`src/rtl/adel_hs_core_if.sv`:
```
// Instruction, OUT-channel and debug signals of adel_hs_core bundled as one port.
// The core uses the slave view; an instruction streamer or consumer uses the master view.
interface adel_hs_core_if #(
   parameter int DW  = 8,
   parameter int PCW = 8
);
   logic [15:0]    inst;
   logic           inst_valid;
   logic           inst_ready;
   logic [PCW-1:0] pc;
   logic           halted;
   logic           resume;
   logic [DW-1:0]  out_data;
   logic           out_valid;
   logic           out_ready;
   logic [1:0]     dbg_sel;
   logic [DW-1:0]  dbg_data;

   modport master (
      output inst, inst_valid, resume, out_ready, dbg_sel,
      input  inst_ready, pc, halted, out_data, out_valid, dbg_data
   );

   modport slave (
      input  inst, inst_valid, resume, out_ready, dbg_sel,
      output inst_ready, pc, halted, out_data, out_valid, dbg_data
   );
endinterface

```
`src/rtl/adel_hs_core.sv`:
```
// Single-issue accumulator-style core with a 4-entry register file, handshaked instruction
// input, HALT/RESUME, jumps and a backpressured OUT channel.
module adel_hs_core #(
   parameter int DW  = 8,
   parameter int PCW = 8
) (
   input logic           clk,
   input logic           nrst,
   adel_hs_core_if.slave bus
);
   logic [DW-1:0]  rf_reg [4];
   logic [PCW-1:0] pc_reg, pc_next;
   logic           halted_reg, halted_next;
   logic           out_valid_reg, out_valid_next;
   logic [DW-1:0]  out_data_reg, out_data_next;

   logic           w, rs;
   logic [1:0]     opc, dst, src1, src2;
   logic [7:0]     imm;
   logic [DW-1:0]  imm_sx_dw, a, b, alu;
   logic [PCW-1:0] imm_sx_pc, imm_zx_pc, pc_inc;
   logic           inst_ready, fire, taken, rf_we;
   logic [3:0]     rf_wen;

   assign w    = bus.inst[15];
   assign opc  = bus.inst[14:13];
   assign rs   = bus.inst[12];
   assign dst  = bus.inst[11:10];
   assign src1 = bus.inst[9:8];
   assign imm  = bus.inst[7:0];
   assign src2 = bus.inst[1:0];

   assign imm_sx_dw = DW'($signed(imm));
   assign imm_sx_pc = PCW'($signed(imm));
   assign imm_zx_pc = PCW'(imm);
   assign pc_inc    = pc_reg + PCW'(1);

   assign a = rf_reg[src1];
   assign b = rs ? rf_reg[src2] : imm_sx_dw;

   // A pending OUT word that the consumer is refusing blocks further issue.
   assign inst_ready = ~halted_reg & ~(out_valid_reg & ~bus.out_ready);
   assign fire       = bus.inst_valid & inst_ready;

   always_comb begin
      alu = a;
      unique case (opc)
         2'd0: alu = a + b;
         2'd1: alu = a - b;
         2'd2: alu = a & b;
         2'd3: alu = a | b;
      endcase
   end

   always_comb begin
      taken = 1'b0;
      unique case (opc)
         2'd0: taken = (a == '0);
         2'd1: taken = a[DW-1];
         2'd2: taken = ~a[DW-1] & (a != '0);
         2'd3: taken = (a != '0);
      endcase
   end

   always_comb begin
      pc_next        = pc_reg;
      halted_next    = halted_reg;
      out_valid_next = out_valid_reg & ~bus.out_ready;
      out_data_next  = out_data_reg;
      rf_we          = 1'b0;
      if (halted_reg & bus.resume)
         halted_next = 1'b0;
      if (fire) begin
         pc_next = pc_inc;
         if (w) begin
            rf_we = 1'b1;
         end else if (!rs) begin
            if (taken)
               pc_next = pc_reg + imm_sx_pc;
         end else begin
            unique case (opc)
               2'd0: halted_next = 1'b1;
               2'd1: begin
                  // Loading a new word overrides the clear from a same-cycle handshake.
                  out_valid_next = 1'b1;
                  out_data_next  = a;
               end
               2'd2: pc_next = imm_zx_pc;
               2'd3: pc_next = pc_inc;
            endcase
         end
      end
   end

   genvar gi;
   generate
      for (gi = 0; gi < 4; gi++) begin : g_wen
         assign rf_wen[gi] = rf_we & (dst == 2'(gi));
      end
   endgenerate

   always_ff @(posedge clk or negedge nrst) begin
      if (!nrst) begin
         pc_reg        <= '0;
         halted_reg    <= 1'b0;
         out_valid_reg <= 1'b0;
         out_data_reg  <= '0;
         for (int i = 0; i < 4; i++)
            rf_reg[i] <= '0;
      end else begin
         pc_reg        <= pc_next;
         halted_reg    <= halted_next;
         out_valid_reg <= out_valid_next;
         out_data_reg  <= out_data_next;
         for (int i = 0; i < 4; i++)
            if (rf_wen[i])
               rf_reg[i] <= alu;
      end
   end

   assign bus.inst_ready = inst_ready;
   assign bus.pc         = pc_reg;
   assign bus.halted     = halted_reg;
   assign bus.out_valid  = out_valid_reg;
   assign bus.out_data   = out_data_reg;
   assign bus.dbg_data   = rf_reg[bus.dbg_sel];
endmodule

```
`src/flat_wrapper.sv`:
```
// flat-port wrapper written by rule: the top's interface ports become plain ports
module adel_hs_core_flat 
#(
   parameter int DW  = 8,
   parameter int PCW = 8
)
  (clk, nrst, bus_inst, bus_inst_valid, bus_resume, bus_out_ready, bus_dbg_sel, bus_inst_ready, bus_pc, bus_halted, bus_out_data, bus_out_valid, bus_dbg_data);
  adel_hs_core_if #(.DW(DW), .PCW(PCW)) bus_i ();
  input logic clk;
  input logic nrst;
  input wire logic [$bits(bus_i.inst)-1:0] bus_inst;
  input wire logic [$bits(bus_i.inst_valid)-1:0] bus_inst_valid;
  input wire logic [$bits(bus_i.resume)-1:0] bus_resume;
  input wire logic [$bits(bus_i.out_ready)-1:0] bus_out_ready;
  input wire logic [$bits(bus_i.dbg_sel)-1:0] bus_dbg_sel;
  output wire logic [$bits(bus_i.inst_ready)-1:0] bus_inst_ready;
  output wire logic [$bits(bus_i.pc)-1:0] bus_pc;
  output wire logic [$bits(bus_i.halted)-1:0] bus_halted;
  output wire logic [$bits(bus_i.out_data)-1:0] bus_out_data;
  output wire logic [$bits(bus_i.out_valid)-1:0] bus_out_valid;
  output wire logic [$bits(bus_i.dbg_data)-1:0] bus_dbg_data;
  assign bus_i.inst = bus_inst;
  assign bus_i.inst_valid = bus_inst_valid;
  assign bus_i.resume = bus_resume;
  assign bus_i.out_ready = bus_out_ready;
  assign bus_i.dbg_sel = bus_dbg_sel;
  assign bus_inst_ready = bus_i.inst_ready;
  assign bus_pc = bus_i.pc;
  assign bus_halted = bus_i.halted;
  assign bus_out_data = bus_i.out_data;
  assign bus_out_valid = bus_i.out_valid;
  assign bus_dbg_data = bus_i.dbg_data;
  adel_hs_core #(.DW(DW), .PCW(PCW)) u_core (.clk(clk), .nrst(nrst), .bus(bus_i));
endmodule
```
`config.mk`:
```
export PLATFORM = sky130hd
export DESIGN_NAME = adel_hs_core_flat
export DESIGN_NICKNAME = d
export VERILOG_FILES = /design/src/rtl/adel_hs_core_if.sv /design/src/rtl/adel_hs_core.sv /design/src/flat_wrapper.sv
export SDC_FILE = /design/constraint.sdc
export NUM_CORES = 1
export LEC_CHECK = 0
export ABC_AREA = 1
export CORE_MARGIN = 4
export CORE_UTILIZATION = 40
export DETAILED_ROUTE_END_ITERATION = 10
export GPL_ROUTABILITY_DRIVEN = 0
export GPL_TIMING_DRIVEN = 1
export MAX_ROUTING_LAYER = met4
export PLACE_DENSITY_LB_ADDON = 0.3
export SYNTH_ARGS = -nofsm -noshare
export SYNTH_HDL_FRONTEND = slang
export SYNTH_SLANG_ARGS = --single-unit
```
`constraint.sdc`:
```
create_clock -name clk -period 5.3 [get_ports clk]
set_input_delay 0.795 -clock clk [delete_from_list [all_inputs] [get_ports clk]]
set_output_delay 0.795 -clock clk [all_outputs]
set_load 0.1 [all_outputs]
```
======== Word level (Yosys, flattened, before mapping) ========
Cells that the tools add are included.
storage, ports and cells
  register bits ........................... 50
  latch bits .............................. 0
  RAM bits ................................ 0
  bits in read-only memories .............. 0
  bits of input ports ..................... 23
  output and inout bits ................... 27
  logic and storage cells ................. 72
  memories ................................ 0
operators by class
  add/subtract/negate cells ............... 4
  $mul .................................... 0
  div/mod/pow operators ................... 0
  $lt $le $gt $ge ......................... 3
  equality and inequality tests ........... 6
  shift operators ......................... 0
  mux-type cells .......................... 27
  bitwise operators ....................... 19
  reduce and logical (&&, ||, !) cells .... 5
operators by type and width
  operator             number
  $mux 8               11
  $bmux 8 s2           3
  $pmux 8 s4           1
  $add 8x8->8          2
  $mux 1               11
  $and 1x1->1          9
  $ge 3x3->1 const B   3
  $not 2->3            3
  $add 8x1->8 const B  1
  $and 8x8->8          1
  $eq 2x2->1 const B   4
  $logic_not 8->1      1
  $or 8x8->8           1
  $reduce_bool 8->1    1
  $sub 8x8->8          1
  $not 1->1            5
  $eq 2x1->1 const B   2
  $logic_not 2->1      2
  $pmux 1 s4           1
  $reduce_and 4->1     1

======== Logic depth before layout (Yosys ltp) ========
Gate-level depths: netlist of the first run.
  word-level depth ........................ 10
  depth in mapped cells ................... 23
  gate-level depth less buffers ........... 23

======== Worst setup path after synthesis of the first run ========
OpenSTA, ideal clock, no wires.
  path type ............................... input port to output port
  start point ............................. in bus_dbg_sel[0]
  end point ............................... out bus_dbg_data[4]
  data arrival time ....................... 3.021 ns
  required time ........................... 4.505 ns
  path slack .............................. 1.484 ns
  stages on the path ...................... 6
  buffers on the path ..................... 2
  cells stage by stage .................... clkbuf_1 -> inv_1 -> clkbuf_1 -> o21ai_0 -> a21oi_1 -> a21oi_1
on the way
  cells in the longest elaborated chain, start to end .. 4
ends and longest elaborated chain
  what                                       RTL line             text
  start, declared                            flat_wrapper.sv:15   input wire logic [$bits(bus_i.dbg_sel)-1:0] bus_dbg_sel;
  $not 2->3 (not written as such)            adel_hs_core.sv:126  assign bus.dbg_data = rf_reg[bus.dbg_sel];
  $bmux 8 s2                                 adel_hs_core.sv:126
  $mux 8 (not written as such) (2 in a row)  adel_hs_core.sv:126
  end, declared                              flat_wrapper.sv:21   output wire logic [$bits(bus_i.dbg_data)-1:0] bus_dbg_data;
No other way between the ends. The select of a mux whose other input is x is not followed.

======== Worst setup path after layout of the first run ========
  start point ............................. in bus_inst[1]
  end point ............................... reg u_core.rf_reg[22] in the netlist's numbering
on the way
  cells in the longest elaborated chain, start to end .. 7
  elaborated cells on any way between the ends .. 10
  those cells by class .................... 2 x add/sub; 5 x mux; 3 x bitwise
ends and longest elaborated chain
  what                                       RTL line             text
  start, declared                            flat_wrapper.sv:11   input wire logic [$bits(bus_i.inst)-1:0] bus_inst;
  $not 2->3 (not written as such)            adel_hs_core.sv:39   assign b = rs ? rf_reg[src2] : imm_sx_dw;
  $bmux 8 s2                                 adel_hs_core.sv:39
  $mux 8 (not written as such) (2 in a row)  adel_hs_core.sv:39
  $mux 8 (*)                                 adel_hs_core.sv:39
  $sub 8x8->8, or another cell as far along  adel_hs_core.sv:49   2'd1: alu = a - b;
  $pmux 8 s4 (*)                             adel_hs_core.sv:47   unique case (opc)
  end signal, assigned by index              adel_hs_core.sv:117  rf_reg[i] <= alu;
  end, declared                              adel_hs_core.sv:11   logic [DW-1:0] rf_reg [4];
Every way passes the cells marked *; elsewhere a longest branch is shown, timed or not. The select of a mux whose other input is x is not followed.
A chain may end at the register's enable or synchronous reset.

==> reports/metrics.yaml, run 1 <==
yosys:
  synthCells: 686
  synth-edff-count: 0
  synth_cell_types: 37
  synth_area_per_cell_um2: 6.38
  synthesis.nets: 729
  synthFlopType: "dfrtp_1"
  ys_warn_count: 0
  ys_seq_elements: 50
  synth_area_um2: 4380
  synthArstFlopShare_pct: 100
  ys_seq_area_share_pct: 28.6
global_routing:
  antenna_found_initial: 0
  grt_pass1_wl_um: 21800
  grt_use_total_pct: 21.8
  grt_start_max_net_pins: 51
  first_global_vias: 4304
  overflow: 0
worst_setup_path:
  crit_path_end_kind: "flip-flop"
  worstSetupPathType: "in -> reg"
  r2r_end: "u_core.rf_reg[22]"
  required_ns: 5.50
  cp_cell_sequence: "clkdlybuf4s50_1 -> inv_2 -> nand2_1 -> nand3_1 -> nand2_1 -> inv_1 -> ha_1 -> o21ai_0 -> fa_1 -> nand3_1 -> nand3_1 -> nand2_1 -> nand2_1 -> nand2_1 -> nand2_1 -> or2_2 -> nand3_1 -> nand3_1 -> nand2_1 -> o21ai_0"
  slowest_delay_ns: 0.83
  r2r_cells: 19
  critPathTopFamily: "simple AND/OR/NAND/NOR gates"
  cp-start-kind: "input pin"
  cp.depth: 20
  crit_arrival_ns: 4.30
  path_common_cell: "nand2_1"
  cp_max_fo: 13
  reg2reg_slack_ns: 2.29
  slowest_stage: "clkdlybuf4s50_1"
  r2r_start: "u_core.rf_reg[24]"
  cp_num_buf_inv: 3
finish:
  num_antenna_cells: 0
  fin_nets: 769
  area_growth_pct: 15.3
  largest_reg_flops: 32
  drive_above_1_share_pct: 7.02
timing:
  drv_slew: 0
  finalCritPeriodShare_pct: 77.4
  hold_slack_ns: 0.486
  tns_ns: 0
  rsz0062_at_grt: "no"
  worst_slew_pin_slew_ns: 0.979
  finalHoldViolCount: 0
  max_freq_mhz: 244
  clock_skew_ns: 0.0157
  layout_setup_ws_ns: 1.20
  min_period_ns: 4.10
  setup_viol: 0
  max-slew-margin-rel_pct: 34.5
floorplan:
  initial_core_util_pct: 41.6
  die_w_um: 113
  row_count: 37
  die_area_um2: 12700
  dieHeight_um: 113
  io_pins: 50
  core_area_um2: 10500
pwr:
  p_leak_nw: 2.56
  max-vdd-ir-drop_uv: 202
  total_power_mw: 2.21
  power_density_nw_per_um2: 439
routing:
  met2_wirelength_um: 6130
  drcViolationCount: 0
  drt_pass1_iterations: 6
  wl_met1_um: 5830
  drtIter0Drc: 400
  highest_layer: "met4"
  wl_met3_um: 896
  drt-total-wl_um: 13200
  ant_nets: 0
  wl_per_cell_um: 15.3
  post_drt_via_cell_ratio: 5.33
  vias: 4599
flow_run:
  drv_cap: 0
min_path:
  holdPathStages: 2
  min-delay-start: "u_core.bus.out_data[1]"
  holdCritPathClass: "reg -> reg"
  holdPathEnd: "u_core.bus.out_data[1]"
placed_design:
  dp.final_hpwl_um: 9990
  pre_cts_ws_ns: 0.906
  port_buffers: 49
clock_network:
  cts_tree: "built"
  clkSinkCount: 50
  clock_latency_ns: 0.33
  postCtsHoldBufs: 0
  htree_num_levels: 2
  postCtsSetupRepairBufs: 0
  clk_root_buffer_cell: "clkbuf_8"
  cts.clk_slew.worst_paths_ns: 0.10
  cts_resized: 0
  ctsLongestPathBuffers: 2
  cts_inserted_buffers: 5
outcome:
  status: "finished clean"
-- stage by stage --
| stage | instance area, um^2 | std cells | utilization (%) |
|---|---|---|---|
| floorplan | 4380 | 686 | - |
| CTS | 5040 | 863 | 48.0 |
| global route | 5040 | 863 | 48.0 |
| global placement | 4940 | 855 | 47.0 |
| finish | 5040 | 863 | 48.0 |
| detailed placement | 4940 | 855 | 47.0 |
-- area by class of cell --
class / instances / area, um^2
tap: 136 / 170
multi-input combinational: 532 / 2700
clock inverter: 1 / 30.0
inverter: 84 / 318
sequential: 50 / 1250
clock buffer: 7 / 76.3
fill: 1085 / 5470
timing repair buffer: 53 / 495
-- routing by layer --
metal / vias up / global-route usage, %
li1: 2283 / -
met1: 2106 / 28.6
met2: 190 / 34.7
met3: 20 / 2.80
met4: 0 / 7.45
met5: - / -
-- power breakdown --
group / internal [mW] / leakage, nW / switching, mW
Combinational: 0.384 / 1.87 / 0.904
Clock: 0.142 / 0.0524 / 0.140
Sequential: 0.502 / 0.634 / 0.142
-- kinds of logic (layout without fill, tap and decap cells) --
logic type | Yosys count | in the layout | share of synthesized area (%)
flops | 50 | 50 | 28.6
fa+ha+maj | 20 | 20 | 6.06
xor+xnor | 16 | 16 | 3.20
compound gates | 116 | 116 | 14.2
simple gates | 380 | 380 | 38.3
buf+inv | 104 | 145 | 9.64
-- cells in the mapped netlist (3+ instances only) --
cell	instances	area, um^2
inv_2	8	30.0
dfrtp_1	50	1250
xor2_1	11	96.3
nand2_2	7	43.8
nor2_1	19	71.3
nand2_1	262	983
nor3_4	3	48.8
nand4_1	12	75.1
a21oi_1	42	210
ha_1	18	225
nand3_1	60	300
xnor2_1	5	43.8
clkbuf_1	9	33.8
or2_2	6	37.5
nand3b_1	3	22.5
o211ai_1	6	45.0
o21ai_0	56	280
buf_2	8	40.0
inv_1	75	282
-- cells in the final DEF, fill, tap and decap left out, types with 11 or more instances in the layout --
cell type        netlist  layout
clkdlybuf4s50_1        0      40
ha_1                  18      18
inv_1                 75      75
buf_4                  1      12
xor2_1                11      11
o21ai_0               56      56
nand2_1              262     262
dfrtp_1               50      50
nand4_1               12      12
nor2_1                19      19
nand3_1               60      60
a21oi_1               42      42
-- worst register-to-register path, cell delays in order, from the launching register on --
cell and delay (ns):
dfrtp_1 0.42, inv_1 0.07, nand2_1 0.07, nand3_1 0.07
nand2_1 0.15, inv_1 0.08, ha_1 0.28, o21ai_0 0.15
fa_1 0.48, nand3_1 0.14, nand3_1 0.09, nand2_1 0.09
nand2_1 0.05, nand2_1 0.05, nand2_1 0.05, or2_2 0.26
nand3_1 0.07, nand3_1 0.14, nand2_1 0.10, o21ai_0 0.07
-- how the worst max path moves through the flow --
stage | to | slack, ns | startpoint
after floorplan | bus_dbg_data[4] | 1.48 | bus_dbg_sel[0]
after global placement | u_core.rf_reg[5] | 0.95 | bus_inst[1]
after detailed placement | u_core.rf_reg[19] | 0.91 | bus_inst[1]
after CTS | u_core.rf_reg[19] | 1.25 | bus_inst[1]
after global routing | u_core.rf_reg[15] | 0.91 | bus_inst[1]
final | u_core.rf_reg[22] | 1.20 | bus_inst[1]
No activity file was read; power rests on OpenSTA's default activity.
==> run 2, diff against run 1 <==
==> constraint.sdc (replaced) <==
create_clock -name clk -period 3.6 [get_ports clk]
set_input_delay 0.54 -clock clk [delete_from_list [all_inputs] [get_ports clk]]
set_output_delay 0.54 -clock clk [all_outputs]
set_load 0.1 [all_outputs]
==> run 2 against run 1 <==
Clock-buffer cell count decreased by 1; flip-flop and latch count unchanged; via count rose by 4.4%; clock skew shrank 0.0068 ns.
==> reports/metrics.yaml, run 2 (synthesis gave the netlist of run 1 again) <==
min_path:
  holdCritPathClass: "in -> async"  # was reg -> reg
clock_network:
  clk_root_buffer_cell: "clkbuf_8"  # unchanged
  cts_tree: "built"  # unchanged
  cts.clk_slew.worst_paths_ns: 0.10  # about the same
  postCtsSetupRepairBufs: 0  # unchanged
  htree_num_levels: 2  # unchanged
  ctsLongestPathBuffers: 2  # unchanged
  clock_latency_ns: 0.31  # was 0.33 ns
  clkSinkCount: 50  # unchanged
  cts_inserted_buffers: 5  # unchanged
floorplan:
  initial_core_util_pct: 41.6  # unchanged
  die_area_um2: 12700  # unchanged
  io_pins: 50  # unchanged
  dieHeight_um: 113  # unchanged
  row_count: 37  # unchanged
  die_w_um: 113  # unchanged
  core_area_um2: 10500  # unchanged
timing:
  finalCritPeriodShare_pct: 92.5
  max-slew-margin-rel_pct: 34.8  # was 34.5%
  drv_slew: 0  # unchanged
  min_period_ns: 3.33
  tns_ns: 0  # unchanged
  layout_setup_ws_ns: 0.269  # was 1.20 ns
  worst_slew_pin_slew_ns: 0.976  # was 0.979 ns
  hold_slack_ns: 0.198  # was 0.486 ns
  clock_skew_ns: 0.00898  # was 0.0157 ns
  max_freq_mhz: 300
  finalHoldViolCount: 0  # unchanged
  setup_viol: 0  # unchanged
  rsz0062_at_grt: "no"  # unchanged
flow_run:
  drv_cap: 0  # unchanged
global_routing:
  grt_start_max_net_pins: 30  # was 51
  grt_use_total_pct: 21.8  # about the same
  overflow: 0  # unchanged
  first_global_vias: 4779  # was 4304
  antenna_found_initial: 0  # unchanged
  grt_pass1_wl_um: 22500  # was 21800 um
finish:
  fillers: 1049  # was 1085
  largest_reg_flops: 32  # unchanged
  drive_above_1_share_pct: 13.1  # was 7.02%
  num_antenna_cells: 0  # unchanged
  multiInputGateArea_um2: 2720  # was 2700 um^2
  fin_util_pct: 52.3  # was 48.0%
  register_area_um2: 1250  # unchanged
  area_growth_pct: 25.6  # was 15.3%
  fin_nets: 811  # was 769
  layout_common_cells: "nand2_1 (260), inv_1 (75), nand3_1 (59)"  # was nand2_1 (262), inv_1 (75), nand3_1 (60)
  layout.cells.non_filler: 905  # was 863
  final_common_cell: "nand2_1"  # unchanged
routing:
  wl_per_cell_um: 14.5  # was 15.3 um
  drcViolationCount: 0  # unchanged
  drt-total-wl_um: 13200  # about the same
  drtIter0Drc: 371  # was 400
  ant_nets: 0  # unchanged
  vias: 4803  # was 4599
  drt_pass1_iterations: 5  # was 6
  post_drt_via_cell_ratio: 5.31  # was 5.33
worst_setup_path:
  r2r_cells: 20  # was 19
  required_ns: 3.79  # was 5.50 ns
  crit_arrival_ns: 3.53  # was 4.30 ns
  cp-start-kind: "input pin"  # unchanged
  worstSetupPathType: "in -> reg"  # unchanged
  crit_path_end_kind: "flip-flop"  # unchanged
  cp_max_fo: 10  # was 13
placed_design:
  port_buffers: 49  # unchanged
  dp.cells: 897  # was 855
  dp.final_hpwl_um: 10400  # was 9990 um
  pre_cts_ws_ns: -0.214  # was 0.906 ns
pwr:
  internal-power_mw: 1.69  # was 1.03 mW
  combPwrFrac_pct: 60.6  # was 58.2%
  max-vdd-ir-drop_uv: 309  # was 202 uV
  p_leak_nw: 2.82  # was 2.56 nW
  switching_power_mw: 1.77  # was 1.19 mW
  p_sw_share_pct: 51.2  # was 53.6%
  power_density_nw_per_um2: 630  # was 439 nW/um^2
  pwr-share-seq_pct: 26.7  # was 29.1%
  clkPwrFrac_pct: 12.7  # about the same
outcome:
  status: "finished clean"  # unchanged
## run 2: metrics by stage
step | area [um^2] | power [mW]
floorplan | 4380 | 2.36
global placement | 5350 | 2.97
detailed placement | 5350 | 3.01
CTS | 5470 | 3.46
global route | 5500 | 3.72
finish | 5500 | 3.46
## run 2: timing repair
item | CTS | global route
endpoints found under the hold margin | 0 | 0
resized for setup | 0 | 8
hold buffers | 0 | 0
setup endpoints to repair | 0 | 12
## run 2: worst paths after layout
kind / end / slack [ns] / startpoint
setup / recovery: u_core.rf_reg[5] / 0.27 / bus_inst[0]
hold / removal: u_core.rf_reg[13] / 0.20 / nrst
setup reg to reg: u_core.rf_reg[5] / 0.69 / u_core.rf_reg[0]
hold reg to reg: u_core.bus.out_data[2] / 0.49 / u_core.bus.out_data[2]
max in group asynchronous: u_core.rf_reg[19] / 2.63 / nrst
min in group clk: u_core.bus.out_data[2] / 0.49 / u_core.bus.out_data[2]
## run 2: final cells by class
type                       instances  share of cell area (%)
tap                              136                    3.10
multi-input combinational        532                    49.5
inverter                          84                    5.78
clock buffer                       6                    1.50
timing repair buffer              95                    16.6
clock inverter                     2                   0.706
sequential                        50                    22.8
## run 2: power groups by stage
stage | clock [mW] | sequential (mW) | combinational [mW]
after floorplan | 0 | 1.25 | 1.10
after CTS | 0.454 | 0.923 | 2.08
after global routing | 0.474 | 0.955 | 2.29
after global placement | 0 | 0.931 | 2.03
final | 0.439 | 0.926 | 2.10
after detailed placement | 0 | 0.934 | 2.08
## run 2: routing by layer
layer / global-route usage [%] / up-vias / share of wire, %
met2: 35.0 / 142 / 47
met1: 28.4 / 2249 / 46
met4: 7.37 / 0 / 2.9
met3: 2.64 / 36 / 4.7
li1: - / 2376 / -
met5: - / - / 0
## run 2: critical path: stages
cell	delay (ns)
clkdlybuf4s50_1	0.47
buf_6	0.14
inv_2	0.05
buf_4	0.15
nand2_1	0.06
nand3_1	0.06
nand3_1	0.09
nand2_1	0.08
buf_4	0.15
xor2_1	0.15
ha_1	0.36
a21oi_2	0.15
nand2_1	0.08
nand2_1	0.08
nand2_1	0.05
nand2_1	0.06
nand2_1	0.08
or2_2	0.28
nand3_1	0.11
nand3_2	0.14
nand2_1	0.09
o21ai_0	0.08
==> run 3, diff against run 2 <==
--- a/config.mk
+++ b/config.mk
@@ -8,11 +8,13 @@
 export ABC_AREA = 1
 export CORE_MARGIN = 4
 export CORE_UTILIZATION = 40
+export CTS_CLUSTER_DIAMETER = 40
 export DETAILED_ROUTE_END_ITERATION = 10
 export GPL_ROUTABILITY_DRIVEN = 0
 export GPL_TIMING_DRIVEN = 1
 export MAX_ROUTING_LAYER = met4
 export PLACE_DENSITY_LB_ADDON = 0.3
+export RECOVER_POWER = 25
 export SYNTH_ARGS = -nofsm -noshare
 export SYNTH_HDL_FRONTEND = slang
 export SYNTH_SLANG_ARGS = --single-unit
==> run 3 against run 2 <==
Flip-flop and latch count unchanged; wire length about the same; register-to-register slack about the same; total power about the same; clock power about the same; via count about the same; the flow now finishes with violations (capacitance limit, slew limit); critical path type unchanged; utilization about the same; global-route usage unchanged; highest routed layer unchanged; cell count unchanged; largest power group unchanged.
==> reports/metrics.yaml, run 3 (synthesis gave the netlist of run 1 again) <==
finish:
  fin_util_pct: 52.2  # was 52.3%
  register_area_um2: 1250  # unchanged
  drive_above_1_share_pct: 12.9  # was 13.1%
  final_common_cell: "nand2_1"  # unchanged
  fin_nets: 811  # unchanged
  num_antenna_cells: 0  # unchanged
  layout_common_cells: "nand2_1 (260), inv_1 (75), nand3_1 (59)"  # unchanged
  area_growth_pct: 25.5  # was 25.6%
  layout.cells.non_filler: 905  # unchanged
  multiInputGateArea_um2: 2720  # unchanged
  fin_area_um2: 5490  # was 5500 um^2
  largest_reg_flops: 32  # unchanged
  fillers: 1050  # was 1049
worst_setup_path:
  path_common_cell: "nand2_1"  # unchanged
  slowest_delay_ns: 0.47  # about the same
  cp_cell_sequence: "clkdlybuf4s50_1 -> buf_6 -> inv_2 -> buf_4 -> nand2_1 -> nand3_1 -> nand3_1 -> nand2_1 -> nand2_1 -> nand2_1 -> xor2_1 -> ha_1 -> nand3_1 -> nand3_1 -> nand2_1 -> nand2_1 -> nand2_1 -> nand2_1 -> or2_2 -> nand3_1 -> nand3_1 -> nand2_1 -> o21ai_0"  # was clkdlybuf4s50_1 -> buf_6 -> inv_2 -> buf_4 -> nand2_1 -> nand3_1 -> nand3_1 -> nand2_1 -> buf_4 -> xor2_1 -> ha_1 -> a21oi_2 -> nand2_1 -> nand2_1 -> nand2_1 -> nand2_1 -> nand2_1 -> or2_2 -> nand3_1 -> nand3_2 -> nand2_1 -> o21ai_0
  slowest_stage: "clkdlybuf4s50_1"  # unchanged
  reg2reg_slack_ns: 0.70  # was 0.69 ns
  worstSetupPathType: "in -> reg"  # unchanged
  cp_num_buf_inv: 4  # was 5
  crit_path_end_kind: "flip-flop"  # unchanged
  critPathTopFamily: "simple AND/OR/NAND/NOR gates"  # unchanged
  required_ns: 3.80  # was 3.79 ns
  crit_arrival_ns: 3.53  # about the same
  cp_max_fo: 10  # unchanged
  cp-start-kind: "input pin"  # unchanged
timing:
  clock_skew_ns: 0.00911  # was 0.00898 ns
  hold_slack_ns: 0.486  # was 0.198 ns
  max_freq_mhz: 300  # about the same
  worst_slew_pin_slew_ns: 1.52  # was 0.976 ns
  drv_slew: 30  # was 0
  finalCritPeriodShare_pct: 92.6  # was 92.5%
  setup_viol: 0  # unchanged
  min_period_ns: 3.33  # about the same
  max-slew-margin-rel_pct: -1.65  # was 34.8%
  rsz0062_at_grt: "no"  # unchanged
  finalHoldViolCount: 0  # unchanged
routing:
  drtIter0Drc: 372  # was 371
  drcViolationCount: 0  # unchanged
  post_drt_via_cell_ratio: 5.31  # about the same
  drt_pass1_iterations: 5  # unchanged
  wl_per_cell_um: 14.5  # about the same
  ant_nets: 0  # unchanged
  drt-total-wl_um: 13100  # was 13200 um
  vias: 4804  # was 4803
outcome:
  failed_checks: "capacitance limit, slew limit"
  status: "finished, violations left"  # was finished clean
pwr:
  pwr-share-seq_pct: 26.8  # was 26.7%
  p_sw_share_pct: 51.2  # about the same
  combPwrFrac_pct: 60.6  # about the same
  clkPwrFrac_pct: 12.7  # about the same
  internal-power_mw: 1.69  # about the same
  total_power_mw: 3.46  # about the same
  power_density_nw_per_um2: 630  # about the same
  max-vdd-ir-drop_uv: 309  # about the same
  p_leak_nw: 2.81  # was 2.82 nW
  switching_power_mw: 1.77  # about the same
global_routing:
  antenna_found_initial: 0  # unchanged
  grt_use_total_pct: 21.8  # unchanged
  overflow: 0  # unchanged
  grt_pass1_wl_um: 22500  # unchanged
  first_global_vias: 4779  # unchanged
  grt_start_max_net_pins: 30  # unchanged
floorplan:
  die_area_um2: 12700  # unchanged
  initial_core_util_pct: 41.6  # unchanged
  core_area_um2: 10500  # unchanged
  io_pins: 50  # unchanged
  row_count: 37  # unchanged
  die_w_um: 113  # unchanged
  dieHeight_um: 113  # unchanged
clock_network:
  clkSinkCount: 50  # unchanged
  htree_num_levels: 2  # unchanged
  clock_latency_ns: 0.31  # about the same
  cts_tree: "built"  # unchanged
  ctsLongestPathBuffers: 2  # unchanged
  clk_root_buffer_cell: "clkbuf_8"  # unchanged
  cts_inserted_buffers: 5  # unchanged
  postCtsSetupRepairBufs: 0  # unchanged
  cts.clk_slew.worst_paths_ns: 0.10  # about the same
placed_design:
  dp.cells: 897  # unchanged
  port_buffers: 49  # unchanged
  post_dp_cell_area_um2: 5350  # unchanged
  dp.final_hpwl_um: 10400  # unchanged
min_path:
  holdCritPathClass: "in -> async"  # unchanged
flow_run:
  drv_cap: 1  # was 0
run 3: worst reg2reg max path: cells and delay by family (launching register included):
family	cells	cell delay (ns)
compound gates	2	0.23
xor+xnor	1	0.17
fa+ha+maj	2	0.51
buf+inv	1	0.07
flops	1	0.43
simple gates	14	1.38
run 3: repair_timing:
action,CTS,global route
resized for setup,0,8
endpoints found under the hold margin,0,0
hold buffers,0,0
setup endpoints to repair,0,12
run 3: layout make-up:
class                           count  share of cell area (%)
Multi-Input combinational cell    532                    49.5
Tap cell                          136                    3.10
Clock inverter                      2                   0.706
Timing Repair Buffer               95                    16.6
Clock buffer                        6                    1.50
Inverter                           84                    5.79
Sequential cell                    50                    22.8
run 3: power by group through the flow:
stage               sequential [mW]  combinational, mW  clock, mW
finish                        0.926               2.10      0.439
global route                  0.955               2.29      0.474
CTS                           0.923               2.08      0.454
detailed placement            0.934               2.08          0
global placement              0.931               2.03          0
floorplan                      1.25               1.10          0
run 3: path summary, 6_finish.rpt:
| check | end | from | cells past startpoint |
|---|---|---|---|
| setup / recovery | u_core.rf_reg[6] | bus_inst[0] | 23 |
| hold / removal | u_core.rf_reg[13] | nrst | 1 |
| hold reg to reg | u_core.bus.out_data[2] | u_core.bus.out_data[2] | 2 |
| setup reg to reg | u_core.rf_reg[5] | u_core.rf_reg[0] | 20 |
| min in group clk | u_core.bus.out_data[2] | u_core.bus.out_data[2] | 2 |
| max in group asynchronous | u_core.rf_reg[19] | nrst | 2 |
run 3: stage by stage:
stage / TNS [ns] / setup WS (ns)
6_report: 0 / 0.267
5_1_grt: 0 / 0.00784
4_1_cts: 0 / 0.122
3_5_place_dp: -1.43 / -0.214
3_3_place_gp: -0.313 / -0.0587
2_1_floorplan: 0 / 0.105
run 3: layer usage:
metal  routed length, um  track usage [%]  up-vias
met5                   0                -        -
li1                    -                -     2376
met1                6000             28.4     2242
met3                 646             2.64       36
met4                 388             7.37        0
met2                6110             35.0      150
